<file path="src/rtl/router_fifo_pkg.sv">
`default_nettype none
// +--------------------------------------------------------------------------+
// | router_fifo_pkg : shared 1x3 router constants and header-field helpers   |
// | Rev 1.0                                                                  |
// +--------------------------------------------------------------------------+
package router_fifo_pkg;

    localparam int FIFO_DEPTH = 16;
    localparam int BYTE_WIDTH = 8;

    // Header byte layout: payload length in [7:2], destination in [1:0]
    localparam int LEN_MSB  = 7;
    localparam int LEN_LSB  = 2;
    localparam int ADDR_MSB = 1;
    localparam int ADDR_LSB = 0;

    localparam int CNT_W = 7;

    typedef logic [LEN_MSB-LEN_LSB:0] pkt_len_t;
    typedef logic [CNT_W-1:0]         pkt_cnt_t;

    // Bytes still owed after a header: payload plus the trailing parity byte
    function automatic pkt_cnt_t bytes_owed(input pkt_len_t len);
        return {1'b0, len} + pkt_cnt_t'(1);
    endfunction

endpackage
`default_nettype wire

</file>
<file path="src/rtl/router_fifo_if.sv">
`default_nettype none
// +--------------------------------------------------------------------------+
// | router_fifo_if : write/read/flush handshake of one router output FIFO    |
// | Rev 1.0                                                                  |
// +--------------------------------------------------------------------------+
interface router_fifo_if
    import router_fifo_pkg::*;
#(
    parameter int WIDTH = BYTE_WIDTH
);
    logic             soft_rst;
    logic             we;
    logic             re;
    logic             lfd;
    logic [WIDTH-1:0] din;
    logic [WIDTH-1:0] dout;
    logic             full;
    logic             empty;
    logic             busy;

    modport master (
        output soft_rst, we, re, lfd, din,
        input  dout, full, empty, busy
    );

    modport slave (
        input  soft_rst, we, re, lfd, din,
        output dout, full, empty, busy
    );
endinterface
`default_nettype wire

</file>
<file path="src/rtl/router_fifo_mem.sv">
`default_nettype none
// +--------------------------------------------------------------------------+
// | router_fifo_mem : DEPTH x DW storage, synchronous write, async read      |
// | Rev 1.0                                                                  |
// +--------------------------------------------------------------------------+
module router_fifo_mem #(
    parameter int DEPTH = 16,
    parameter int DW    = 9
) (
    input  wire logic                     clk,
    input  wire logic                     we,
    input  wire logic [$clog2(DEPTH)-1:0] waddr,
    input  wire logic [DW-1:0]            wdata,
    input  wire logic [$clog2(DEPTH)-1:0] raddr,
    output logic      [DW-1:0]            rdata
);
    logic [DW-1:0] r_mem [DEPTH];

    always_ff @(posedge clk) begin
        if (we) begin
            r_mem[waddr] <= wdata;
        end
    end

    assign rdata = r_mem[raddr];

endmodule
`default_nettype wire

</file>
<file path="src/rtl/router_fifo.sv">
`default_nettype none
// +--------------------------------------------------------------------------+
// | router_fifo : per-destination tagged output FIFO with packet length cnt  |
// | Rev 1.0                                                                  |
// +--------------------------------------------------------------------------+
module router_fifo
    import router_fifo_pkg::*;
#(
    parameter int DEPTH = FIFO_DEPTH,
    parameter int WIDTH = BYTE_WIDTH
) (
    input  wire logic       clk,
    input  wire logic       rst,
    router_fifo_if.slave    bus
);
    localparam int AW = $clog2(DEPTH);

    logic [AW:0]      r_wp;
    logic [AW:0]      r_rp;
    logic             r_lfd_q;
    pkt_cnt_t         r_cnt;
    logic [WIDTH-1:0] r_dout;

    logic             w_full;
    logic             w_empty;
    logic             w_wr_ok;
    logic             w_rd_ok;
    logic             w_mem_we;
    logic [WIDTH:0]   w_rd_word;

    // Pointers carry an extra wrap bit so full and empty stay distinguishable
    assign w_empty  = (r_wp == r_rp);
    assign w_full   = (r_wp[AW-1:0] == r_rp[AW-1:0]) && (r_wp[AW] != r_rp[AW]);
    assign w_wr_ok  = bus.we && !w_full;
    assign w_rd_ok  = bus.re && !w_empty;
    assign w_mem_we = w_wr_ok && rst && !bus.soft_rst;

    router_fifo_mem #(
        .DEPTH (DEPTH),
        .DW    (WIDTH + 1)
    ) u_mem (
        .clk   (clk),
        .we    (w_mem_we),
        .waddr (r_wp[AW-1:0]),
        .wdata ({r_lfd_q, bus.din}),
        .raddr (r_rp[AW-1:0]),
        .rdata (w_rd_word)
    );

    always_ff @(posedge clk) begin
        if (!rst) begin
            r_wp    <= '0;
            r_rp    <= '0;
            r_lfd_q <= 1'b0;
            r_cnt   <= '0;
            r_dout  <= '0;
        end else if (bus.soft_rst) begin
            r_wp    <= '0;
            r_rp    <= '0;
            r_lfd_q <= 1'b0;
            r_cnt   <= '0;
            r_dout  <= '0;
        end else begin
            // din trails lfd by one cycle, so the delayed strobe tags the header
            r_lfd_q <= bus.lfd;
            if (w_wr_ok) begin
                r_wp <= r_wp + 1'b1;
            end
            if (w_rd_ok) begin
                r_rp   <= r_rp + 1'b1;
                r_dout <= w_rd_word[WIDTH-1:0];
                if (w_rd_word[WIDTH]) begin
                    r_cnt <= bytes_owed(w_rd_word[LEN_MSB:LEN_LSB]);
                end else if (r_cnt != '0) begin
                    r_cnt <= r_cnt - pkt_cnt_t'(1);
                end
            end
        end
    end

    assign bus.dout  = r_dout;
    assign bus.full  = w_full;
    assign bus.empty = w_empty;
    assign bus.busy  = (r_cnt != '0);

endmodule
`default_nettype wire
</file>
<file path="src/flat_wrapper.sv">
// flat-port wrapper written by rule: the top's interface ports become plain ports
module router_fifo_flat import router_fifo_pkg::*;
#(
    parameter int DEPTH = FIFO_DEPTH,
    parameter int WIDTH = BYTE_WIDTH
)
  (clk, rst, bus_soft_rst, bus_we, bus_re, bus_lfd, bus_din, bus_dout, bus_full, bus_empty, bus_busy);
  router_fifo_if #(.WIDTH(WIDTH)) bus_i ();
  input  wire logic clk;
  input  wire logic rst;
  input wire logic [$bits(bus_i.soft_rst)-1:0] bus_soft_rst;
  input wire logic [$bits(bus_i.we)-1:0] bus_we;
  input wire logic [$bits(bus_i.re)-1:0] bus_re;
  input wire logic [$bits(bus_i.lfd)-1:0] bus_lfd;
  input wire logic [$bits(bus_i.din)-1:0] bus_din;
  output wire logic [$bits(bus_i.dout)-1:0] bus_dout;
  output wire logic [$bits(bus_i.full)-1:0] bus_full;
  output wire logic [$bits(bus_i.empty)-1:0] bus_empty;
  output wire logic [$bits(bus_i.busy)-1:0] bus_busy;
  assign bus_i.soft_rst = bus_soft_rst;
  assign bus_i.we = bus_we;
  assign bus_i.re = bus_re;
  assign bus_i.lfd = bus_lfd;
  assign bus_i.din = bus_din;
  assign bus_dout = bus_i.dout;
  assign bus_full = bus_i.full;
  assign bus_empty = bus_i.empty;
  assign bus_busy = bus_i.busy;
  router_fifo #(.DEPTH(DEPTH), .WIDTH(WIDTH)) u_core (.clk(clk), .rst(rst), .bus(bus_i));
endmodule
</file>
<file path="config.mk">
export PLATFORM = sky130hd
export DESIGN_NAME = router_fifo_flat
export DESIGN_NICKNAME = d
export VERILOG_FILES = /design/src/rtl/router_fifo_pkg.sv /design/src/rtl/router_fifo_if.sv /design/src/rtl/router_fifo_mem.sv /design/src/rtl/router_fifo.sv /design/src/flat_wrapper.sv
export SDC_FILE = /design/constraint.sdc
export NUM_CORES = 1
export LEC_CHECK = 0
export BUFFER_PORTS_ARGS = -buffer_cell sky130_fd_sc_hd__buf_2
export CAP_MARGIN = 20
export CELL_PAD_IN_SITES_DETAIL_PLACEMENT = 0
export CELL_PAD_IN_SITES_GLOBAL_PLACEMENT = 1
export CORE_MARGIN = 4
export CORE_UTILIZATION = 52
export DETAILED_ROUTE_END_ITERATION = 8
export PLACE_DENSITY_LB_ADDON = 0.1
export SLEW_MARGIN = 10
export SYNTH_ARGS = -nofsm -noshare
export SYNTH_HDL_FRONTEND = slang
export SYNTH_SLANG_ARGS = --single-unit
export TNS_END_PERCENT = 5
</file>
<file path="constraint.sdc">
create_clock -name clk -period 2.78 [get_ports clk]
set_input_delay 0.556 -clock clk [delete_from_list [all_inputs] [get_ports clk]]
set_output_delay 0.556 -clock clk [all_outputs]
set_load 0.05 [all_outputs]
</file>
==> report_table.html <==
<table>
<tr><th>Metric</th><th>Value</th></tr>
<tr><th colspan="2">CTS</th></tr>
<tr><td>Clock Latency Late Sink</td><td>420 ps</td></tr>
<tr><td>Number of setup buffers added after CTS</td><td>0</td></tr>
<tr><td>CTS Buf Count</td><td>17</td></tr>
<tr><td>Largest buffer count on any clock path</td><td>2</td></tr>
<tr><td>Number of gates resized after CTS</td><td>0</td></tr>
<tr><td>Number of hold-repair buffers added at the cts stage</td><td>0</td></tr>
<tr><td>Num Clock Sinks</td><td>174</td></tr>
<tr><td>Clock edge transition at the registers on the reported setup and hold paths</td><td>around 70 ps</td></tr>
<tr><td>Number of levels the H-tree was split into</td><td>4</td></tr>
<tr><td>Root buffer cell</td><td>clkbuf_16</td></tr>
<tr><td>CTS tree</td><td>built</td></tr>
<tr><th colspan="2">Critical path</th></tr>
<tr><td>Buffer and inverter count on the worst path</td><td>1</td></tr>
<tr><td>Required time worst endpoint</td><td>3140 ps</td></tr>
<tr><td>Path depth of the worst reg2reg path</td><td>7</td></tr>
<tr><td>Setup slack of the most critical reg-to-reg path</td><td>220 ps</td></tr>
<tr><td>Most common cell on crit path</td><td>mux4_2</td></tr>
<tr><td>Largest delay share family, worst path</td><td>multiplexers</td></tr>
<tr><td>CP max stage delay</td><td>590 ps</td></tr>
<tr><td>CP Cell Sequence</td><td>mux4_2, mux4_2, buf_4, nor3_1, a31oi_1, o22a_1, nor2_1</td></tr>
<tr><td>Data arrival time of the critical path</td><td>between 2000 and 3000 ps</td></tr>
<tr><td>Critical path class</td><td>reg2reg</td></tr>
<tr><td>Startpoint class of the critical path</td><td>flip-flop</td></tr>
<tr><td>Worst r2r dst</td><td>u_core.r_cnt[0]$_SDFFE_PP0P_</td></tr>
<tr><td>Worst-path maximum fanout</td><td>11</td></tr>
<tr><td>Nature of the critical path endpoint</td><td>flip-flop</td></tr>
<tr><td>Library cell contributing the largest single delay on the critical path</td><td>dfxtp_1</td></tr>
<tr><th colspan="2">Cells and area</th></tr>
<tr><td>Number of nets in the layout</td><td>498</td></tr>
<tr><td>Layout filler cell count</td><td>1004</td></tr>
<tr><td>Top library cells by usage in the layout, fill and taps aside</td><td>edfxtp_1, mux4_2, nor2_1</td></tr>
<tr><td>Ant. Diodes</td><td>0</td></tr>
<tr><td>Proportion of layout cells with a drive suffix above 1</td><td>between 20 and 30%</td></tr>
<tr><td>Relative area change from synthesis to final layout</td><td>15.2%</td></tr>
<tr><td>Fraction of the core area covered by cells at the end of the flow</td><td>61.2%</td></tr>
<tr><td>Most frequent standard cell in the layout excluding fill and tap cells</td><td>edfxtp_1</td></tr>
<tr><th colspan="2">Power</th></tr>
<tr><td>Clock share of power</td><td>between 40% and 50%</td></tr>
<tr><td>P_leak</td><td>roughly 2.7 nW</td></tr>
<tr><td>Sw power</td><td>1.07 mW</td></tr>
<tr><td>Internal power consumption</td><td>4.21 mW</td></tr>
<tr><td>Part of the power in registers</td><td>a little over half</td></tr>
<tr><td>Portion of total power attributed to combinational logic</td><td>3.2%</td></tr>
<tr><td>Power density relative to cell area</td><td>651 nW/um^2</td></tr>
<tr><td>Highest ir drop seen on vdd</td><td>between 800 and 900 uV</td></tr>
<tr><td>Total Power Consumption</td><td>5.28 mW</td></tr>
<tr><td>Switching power share of the total</td><td>20.3%</td></tr>
<tr><th colspan="2">Logic synthesis</th></tr>
<tr><td>Yosys reg bits</td><td>174</td></tr>
<tr><td>Number of library cell types mapped by synthesis</td><td>44</td></tr>
<tr><td>Synth Area per Inst</td><td>between 15 and 20 sq um</td></tr>
<tr><td>Number of synthesis warnings</td><td>0</td></tr>
<tr><td>Sequential share of the synthesized area</td><td>70.0%</td></tr>
<tr><td>Cell area after synthesis</td><td>7040 sq um</td></tr>
<tr><td>Post-Synthesis Net Count</td><td>443</td></tr>
<tr><td>Cell count after synthesis</td><td>421</td></tr>
<tr><th colspan="2">Global routing</th></tr>
<tr><td>Largest net degree at the start of global routing</td><td>26</td></tr>
<tr><td>Initial antenna violation count</td><td>0</td></tr>
<tr><td>GR Overflow Total</td><td>0</td></tr>
<tr><td>Number of global-route vias before repair</td><td>3711</td></tr>
<tr><td>Tot GR Track Use</td><td>19.8%</td></tr>
<tr><td>Wire length of the first global-routing pass</td><td>22500 um</td></tr>
<tr><th colspan="2">STA</th></tr>
<tr><td>Setup total negative slack</td><td>0 ps</td></tr>
<tr><td>Max Clock Freq</td><td>roughly 390 MHz</td></tr>
<tr><td>Setup-failing EPs final</td><td>0</td></tr>
<tr><td>Share of the cycle needed by the critical path after routing</td><td>92.3%</td></tr>
<tr><td>Fin. Hold Viols</td><td>0</td></tr>
<tr><td>Tmin final</td><td>about 2600 ps</td></tr>
<tr><td>Clock skew</td><td>10.1 ps</td></tr>
<tr><td>Tightest slew margin relative to the limit</td><td>49.8%</td></tr>
<tr><td>Pins over their slew limit</td><td>0</td></tr>
<tr><td>Actual transition at the worst max-transition pin</td><td>753 ps</td></tr>
<tr><td>Setup repair after global routing missed its margin</td><td>false</td></tr>
<tr><th colspan="2">Place</th></tr>
<tr><td>Weighted congestion at the end of routability-driven global placement</td><td>slightly below 0.8</td></tr>
<tr><td>DP Wirelength</td><td>9310 um</td></tr>
<tr><td># port buffers</td><td>24</td></tr>
<tr><th colspan="2">Floorplan</th></tr>
<tr><td>Die Y-Extent</td><td>roughly 120 um</td></tr>
<tr><td>Number of standard-cell rows in the floorplan</td><td>42</td></tr>
<tr><td>Horizontal extent of the die</td><td>124 um</td></tr>
<tr><td>Effective utilization at floorplan</td><td>53.2%</td></tr>
<tr><td>Core ar.</td><td>13200 sq um</td></tr>
<tr><td>Count of boundary I/O pins</td><td>25</td></tr>
<tr><td>Overall die area</td><td>between 15000 and 20000 sq um</td></tr>
<tr><th colspan="2">Worst hold path</th></tr>
<tr><td>Hold Path Depth</td><td>2</td></tr>
<tr><td>Type of the tightest min-delay check</td><td>in2reg</td></tr>
<tr><td>Hold path start</td><td>bus_lfd</td></tr>
<tr><td>Hold endpoint</td><td>u_core.r_lfd_q$_SDFF_PP0_</td></tr>
<tr><th colspan="2">Run</th></tr>
<tr><td>Number of max-cap violations</td><td>0</td></tr>
<tr><th colspan="2">Detailed routing</th></tr>
<tr><td>DR DRC count</td><td>0</td></tr>
<tr><td>Number of violations reported at the end of detailed-routing iteration 0</td><td>345</td></tr>
<tr><td>Count of nets left with antenna violations after detail routing</td><td>0</td></tr>
<tr><td>Average detailed-routed wire length per instance</td><td>22.1 um</td></tr>
<tr><td>Vias per cell</td><td>5.76</td></tr>
<tr><td>Routed vias</td><td>approximately 3800</td></tr>
<tr><td>Drt total wl</td><td>between 10000 and 15000 um</td></tr>
<tr><td>First-pass iteration count of the detailed router</td><td>4</td></tr>
<tr><th colspan="2">Status</th></tr>
<tr><td>Outcome</td><td>completed</td></tr>
</table>
## per-layer routing
| layer | vias to the layer above | wire length [um] | track usage (%) |
|---|---|---|---|
| met1 | 1948 | 6440 | 26.5 |
| met3 | 13 | 767 | 6.17 |
| met2 | 101 | 7310 | 32.1 |
| li1 | 1768 | - | - |
| met5 | - | 0 | 0 |
| met4 | 0 | 183 | 4.51 |
## Yosys cell counts, drive strengths merged
cell type | n | area share [%]
a211oi | 2 | 0.21
a21boi | 1 | 0.11
a21oi | 11 | 0.78
a221oi | 4 | 0.50
a22oi | 2 | 0.21
a311oi | 2 | 0.25
a31oi | 5 | 0.44
a41oi | 1 | 0.12
and2 | 3 | 0.27
and3 | 3 | 0.27
and3b | 1 | 0.12
and4 | 1 | 0.12
buf | 12 | 1.1
clkbuf | 7 | 0.37
dfxtp | 30 | 8.5
edfxtp | 144 | 61
ha | 8 | 1.4
inv | 7 | 0.37
mux2 | 1 | 0.16
mux2i | 16 | 2.3
mux4 | 37 | 12
nand2 | 24 | 1.3
nand2b | 3 | 0.27
nand3 | 5 | 0.36
nand4 | 7 | 0.62
nor2 | 36 | 1.9
nor2b | 2 | 0.18
nor3 | 8 | 0.57
nor4 | 3 | 0.27
o21a | 3 | 0.32
o21ai | 10 | 0.76
o21bai | 1 | 0.11
o22a | 1 | 0.12
o22ai | 1 | 0.089
or3 | 2 | 0.18
or4 | 2 | 0.21
xnor2 | 7 | 0.87
xor2 | 8 | 1.0
## worst max path at each step
stage | end | slack [ps] | cells after the start
6_report | u_core.r_cnt[0]$_SDFFE_PP0P_ | 220 | 7
3_3_place_gp | u_core.r_cnt[0]$_SDFFE_PP0P_ | 330 | 7
2_1_floorplan | u_core.u_mem.r_mem[0][0]$_DFFE_PP_ | 490 | 7
5_1_grt | u_core.r_cnt[4]$_SDFFE_PP0P_ | 50 | 9
4_1_cts | u_core.r_cnt[0]$_SDFFE_PP0P_ | 210 | 7
3_5_place_dp | u_core.r_cnt[0]$_SDFFE_PP0P_ | 250 | 7
## flip-flops by register name, indices dropped and copies added, names as in the netlist, named ones only
register and flops:
u_core.r_rp 5, u_core.r_wp 5, u_core.r_lfd_q 1, u_core.r_cnt 7, u_core.u_mem.r_mem 144, u_core.bus.dout 8
## through the flow
| step | area (sq um) | worst slack (ps) | hold WS [ps] | cells |
|---|---|---|---|---|
| after floorplan | 7040 | 492 | 486 | 421 |
| after global routing | 8110 | 46.3 | 344 | 665 |
| after CTS | 8110 | 212 | 337 | 665 |
| after detailed placement | 7540 | 254 | 445 | 633 |
| final | 8110 | 215 | 351 | 665 |
| after global placement | 7540 | 327 | 441 | 633 |
## layout make-up
cell class / instances / area, sq um / area share (%)
sequential: 174 / 4930 / 60.8
clock inverter: 15 / 145 / 1.79
tap: 176 / 220 / 2.72
multi-input combinational: 221 / 1990 / 24.5
timing repair buffer: 55 / 378 / 4.66
clock buffer: 17 / 425 / 5.25
inverter: 7 / 26.3 / 0.324
## logic make-up (layout without fill, tap and decap cells)
| kind of cell | Yosys count | after routing | share of synthesized area, % |
|---|---|---|---|
| XOR/XNOR | 15 | 15 | 1.87 |
| flip-flops | 174 | 174 | 70.0 |
| adder cells (fa/ha/maj) | 8 | 8 | 1.42 |
| AND/OR/NAND/NOR | 100 | 100 | 6.63 |
| buffers and inverters | 26 | 94 | 1.81 |
| AO/OA/AOI/OAI | 44 | 44 | 4.03 |
| multiplexers | 54 | 54 | 14.3 |
## worst register-to-register path, cell delays in order (launching register included)
cell and delay, ps:
dfxtp_1 590, mux4_2 590, mux4_2 490, buf_4 190, nor3_1 230, a31oi_1 110
o22a_1 210, nor2_1 80
## power by group through the flow
stage	registers [mW]	clock network [mW]	logic [mW]
after floorplan	2.90	0	0.0950
after global placement	2.89	0	0.169
after detailed placement	2.89	0	0.172
after CTS	2.83	2.31	0.173
after global routing	2.83	2.44	0.187
final	2.84	2.27	0.171
(Power assumes the default switching activity.)
